## src/rtl/sum_accumulator_pkg.sv

```systemverilog
// Shared types and width helpers for the sum accumulator.
package sum_accumulator_pkg;

  typedef enum logic {
    S_EMPTY,
    S_ACCUM
  } accum_state_e;

  function automatic int acc_width(input int width_in, input int acc_len);
    return width_in + $clog2(acc_len);
  endfunction

endpackage

```

## src/rtl/sum_accumulator_outbuf.sv

```systemverilog
// Single-entry output register: loads a window total, holds it until the consumer takes it.
module sum_accumulator_outbuf #(
  parameter int WIDTH = 21
) (
  input  logic             clk,
  input  logic             rst_n,
  input  logic             load,
  input  logic [WIDTH-1:0] data,
  input  logic             out_ready,
  output logic             out_valid,
  output logic [WIDTH-1:0] dout
);

  // A load in the same cycle as a drain keeps the register full with the new total.
  always_ff @(posedge clk or negedge rst_n) begin
    if (!rst_n) begin
      out_valid <= 1'b0;
      dout      <= '0;
    end else if (load) begin
      out_valid <= 1'b1;
      dout      <= data;
    end else if (out_ready) begin
      out_valid <= 1'b0;
    end
  end

endmodule

```

## src/rtl/sum_accumulator.sv

```systemverilog
// Accumulates ACC_LEN consecutive adder sums and hands each window total to a valid/ready consumer.
module sum_accumulator
  import sum_accumulator_pkg::*;
#(
  parameter int WIDTH_IN  = 19,
  parameter int ACC_LEN   = 8,
  parameter int IS_SIGNED = 0,
  parameter int TRUNCATE  = 0,
  localparam int WIDTH_ACC = acc_width(WIDTH_IN, ACC_LEN),
  localparam int WIDTH_OUT = (TRUNCATE != 0) ? WIDTH_IN : WIDTH_ACC
) (
  input  logic                 clk,
  input  logic                 rst_n,
  input  logic                 clear,
  input  logic                 in_valid,
  output logic                 in_ready,
  input  logic [WIDTH_IN-1:0]  din,
  output logic                 out_valid,
  input  logic                 out_ready,
  output logic [WIDTH_OUT-1:0] dout
);

  localparam int CNT_W = (ACC_LEN > 1) ? $clog2(ACC_LEN) : 1;
  localparam logic [CNT_W-1:0] LAST = CNT_W'(ACC_LEN - 1);

  function automatic logic signed [WIDTH_ACC-1:0] extend(input logic [WIDTH_IN-1:0] v);
    if (IS_SIGNED != 0) return WIDTH_ACC'(signed'(v));
    return signed'(WIDTH_ACC'(v));
  endfunction

  // Low bits only: wrap, never saturate.
  function automatic logic [WIDTH_OUT-1:0] wrap_out(input logic signed [WIDTH_ACC-1:0] v);
    return v[WIDTH_OUT-1:0];
  endfunction

  accum_state_e                state, state_nxt;
  logic [CNT_W-1:0]            cnt, cnt_nxt;
  logic signed [WIDTH_ACC-1:0] acc, acc_nxt;
  logic signed [WIDTH_ACC-1:0] sum;
  logic                        last;
  logic                        accept;
  logic                        load;

  assign last     = (cnt == LAST);
  // Only the final beat of a window can stall, and only while the previous total is unread.
  assign in_ready = !(last && out_valid && !out_ready);
  assign accept   = in_valid && in_ready && !clear;
  assign sum      = ((state == S_ACCUM) ? acc : '0) + extend(din);
  assign load     = accept && last;

  always_comb begin
    state_nxt = state;
    cnt_nxt   = cnt;
    acc_nxt   = acc;
    if (clear) begin
      state_nxt = S_EMPTY;
      cnt_nxt   = '0;
    end else if (accept) begin
      acc_nxt = sum;
      if (last) begin
        state_nxt = S_EMPTY;
        cnt_nxt   = '0;
      end else begin
        state_nxt = S_ACCUM;
        cnt_nxt   = cnt + 1'b1;
      end
    end
  end

  always_ff @(posedge clk or negedge rst_n) begin
    if (!rst_n) begin
      state <= S_EMPTY;
      cnt   <= '0;
      acc   <= '0;
    end else begin
      state <= state_nxt;
      cnt   <= cnt_nxt;
      acc   <= acc_nxt;
    end
  end

  sum_accumulator_outbuf #(
    .WIDTH(WIDTH_OUT)
  ) u_outbuf (
    .clk      (clk),
    .rst_n    (rst_n),
    .load     (load),
    .data     (wrap_out(sum)),
    .out_ready(out_ready),
    .out_valid(out_valid),
    .dout     (dout)
  );

endmodule

```

## config.mk

```make
export PLATFORM = sky130hd
export DESIGN_NAME = sum_accumulator
export DESIGN_NICKNAME = d
export VERILOG_FILES = /design/src/rtl/sum_accumulator_pkg.sv /design/src/rtl/sum_accumulator_outbuf.sv /design/src/rtl/sum_accumulator.sv
export SDC_FILE = /design/constraint.sdc
export NUM_CORES = 1
export LEC_CHECK = 0
export CAP_MARGIN = 10
export CORE_MARGIN = 2
export CORE_UTILIZATION = 55
export CTS_BUF_LIST = sky130_fd_sc_hd__clkbuf_8
export DETAILED_ROUTE_END_ITERATION = 8
export HOLD_SLACK_MARGIN = 0.08
export PLACE_DENSITY_LB_ADDON = 0.3
export RECOVER_POWER = 50
export SLEW_MARGIN = 15
export SYNTH_ARGS = -nofsm -noshare
export SYNTH_HDL_FRONTEND = slang
export SYNTH_SLANG_ARGS = --single-unit
```

## constraint.sdc

```tcl
create_clock -name clk -period 3.32 [get_ports clk]
set_input_delay 0.664 -clock clk [delete_from_list [all_inputs] [get_ports clk]]
set_output_delay 0.664 -clock clk [all_outputs]
set_load 0.1 [all_outputs]
```

==> results.toml <==
[floorplan]
die_y_um = 80.81
ios = 48
core_um2 = 5608
die_w_um = 80.81
start_util = 0.5785
dieArea_um2 = 6529
rows = 27

[sta]
finClkSkew_ns = 0.01165
tightest_slew_ns = 1.228
min_period_over_period = 0.9034
fin_tns_setup_ns = 0
maxSlewHeadroom = 0.1815
finalHoldViolations = 0
drv_slew = 0
rsz0062_at_grt = "false"
setup-violations-final = 0
max_freq_mhz = 333.4
period_needed_ns = 2.999

[synth]
syn_nets = 406
synth-simple-area-share = 0.2113
netlist.area_leader.share = 0.3779
ys_ff_latch = 49
synth-xor-area-share = 0.04049
synth_cell_type_count = 51
yosysMostFrequentCell = "nand2_1"
ys_top_cells_by_area = "dfrtp_1, ha_1, nand2_1, mux2_2, a21oi_1"
ys_warn_count = 0
synthCells = 360
synth_fa_ha_area_frac = 0.08716
synthMuxAreaShare = 0.05901
async_flop_share = 1.000
synth_compound_gate_area_share = 0.1894
syn_area_um2 = 3244
synth_area_leader_cell = "dfrtp_1"
ys.flop_type = "dfrtp_1"
synthTopCellsByCount = "nand2_1, dfrtp_1, a21oi_1"
synth_top_family_by_area = "simple AND/OR/NAND/NOR gates"
yosysSeqAreaShare = 0.3779
synth_edf_count = 0
syn-mean-instance-area_um2 = 9.012

[route]
drt-total-wl_um = 7437
drt-wirelength-per-cell_um = 15.69
antenna_left = 0
viasPerCell = 5.778
first_iter_violations = 161
vias = 2739
first_pass_iters = 4
drc = 0

[worst_setup_path]
crit_chain = "and2_1, ha_1, inv_1, fa_1, nand2b_1, a21oi_1, buf_4, nor2b_1, o21ai_1, xor2_1, mux2_2"
critPathLaunchType = "flop"
path_delay_family = "flip-flops"
path_class = "reg -> reg"
cp_slowest_cell = "dfrtp_1"
critPathMaxStageDelay_ns = 0.74
critPathRequiredTime_ns = 3.52
end_kind = "flop"
reg2reg_depth = 11
cp_max_fo = 19
arrival_ns = 3.19
cp_num_buf_inv = 2
cp_num_cells = 11

[cts]
path_clk_slew_ns = 0.10
htreeDepth = 2
cts_hold_buf = 0
cts_tree = "done"
cts_buffer_depth = 2
ctsResizeCount = 0
post-cts-setup-buffers = 0
cts_buffers = 5
root_buffer = "clkbuf_8"
cts_num_sinks = 49
insertion_delay_ns = 0.31

[min_path]
holdPathStages = 2
hold_class = "reg -> reg"

[finish]
nNetsFinal = 447
drive_above_1_share = 0.1318
fin_cells = 474
antenna_cells = 0
fin_area_um2 = 3774
area_growth_pct = 16.31
final_core_util = 0.6729
num-fill-cells = 456

[flow_run]
max-cap-violations = 0

[grt]
grt_max_degree = 50
antenna_found_initial = 0
grt_pass1_wl_um = 12770
grt_overflow_total = 0
grt_pass1_vias = 2653
track_usage = 0.2524

[pwr]
leakage_nw = 1.740
p_per_area_nw_per_um2 = 446.2
vdd_drop_max_mv = 0.2472

[outcome]
status = "complete, no violations"

[place]
gp_congestion = 0.8149
postPlaceCellArea_um2 = 3702
dp.cells = 466
dp_hpwl_um = 5509
io_buffers = 47
==> cell type report <==
cell class | count | area (um2) | share of cell area
flip-flops and latches | 49 | 1226 | 0.3249
repair buffers | 53 | 405.4 | 0.1074
multi-input cells | 284 | 1906 | 0.5050
clock buffers | 6 | 82.58 | 0.02188
well taps | 72 | 90.09 | 0.02387
clock inverters | 2 | 33.78 | 0.008952
inverters | 8 | 30.03 | 0.007958
==> worst paths after layout <==
path / startpoint / end / slack, ns
min reg2reg: acc[7] / acc[7] / 0.48
max: state / u_outbuf.dout[8] / 0.32
max reg2reg: state / u_outbuf.dout[8] / 0.32
max in group asynchronous: rst_n / acc[17] / 1.98
min: acc[7] / acc[7] / 0.48
min in group asynchronous: rst_n / u_outbuf.dout[3] / 0.59
==> cell usage in the layout, fill, tap and decap left out, types with 8 or more instances in the layout <==
cell type / n
a21oi_1: 24
inv_1: 9
o21ai_0: 11
nand3_1: 13
mux2_2: 16
buf_4: 18
nor2_1: 20
clkdlybuf4s50_1: 22
o211ai_1: 8
dfrtp_1: 49
nand2_1: 64
o21a_1: 9
xnor2_1: 8
clkbuf_1: 12
ha_1: 21
and2_1: 19
==> flip-flops by register name (all words and copies together), names as in the netlist <==
register / count
acc: 22
u_outbuf.dout: 22
cnt: 3
state: 1
u_outbuf.out_valid: 1
==> kinds of logic (layout without fill, tap and decap cells) <==
group	after synthesis	after routing
fa+ha+maj	22	22
compound gates	86	86
buf+inv	27	69
flops	49	49
mux	17	17
simple gates	144	144
xor+xnor	15	15
==> per-layer routing <==
layer  global-route usage  up-vias  routed length (um)
li1                     -     1355                   -
met1               0.3557     1294                3510
met2               0.4000       75                3360
met3              0.04333       15                 403
met4              0.07458        0                 163
met5                    0        -                   0
==> worst reg2reg max path, delay by kind of cell (launching register included) <==
family,cells,cell delay (ns)
AO/OA/AOI/OAI,2,0.43
XOR/XNOR,1,0.14
adder cells (fa/ha/maj),2,0.60
buffers and inverters,2,0.23
flip-flops,1,0.74
multiplexers,1,0.28
AND/OR/NAND/NOR,3,0.47
==> report_power, final <==
group | internal, mW | switching (mW) | total (mW)
combinational | 0.217 | 0.290 | 0.508
clock | 0.243 | 0.209 | 0.452
sequential | 0.677 | 0.0468 | 0.724
total | 1.14 | 0.546 | 1.68
==> stage by stage <==
stage	hold WS, ns	power [mW]	setup WS (ns)
final	0.4824	1.684	0.3206
after global routing	0.4890	1.789	0.1246
after detailed placement	0.4631	1.239	0.1962
after CTS	0.4838	1.686	0.3656
after global placement	0.4496	1.220	0.2716
after floorplan	0.3684	1.105	0.003728
(Power assumes the default switching activity.)
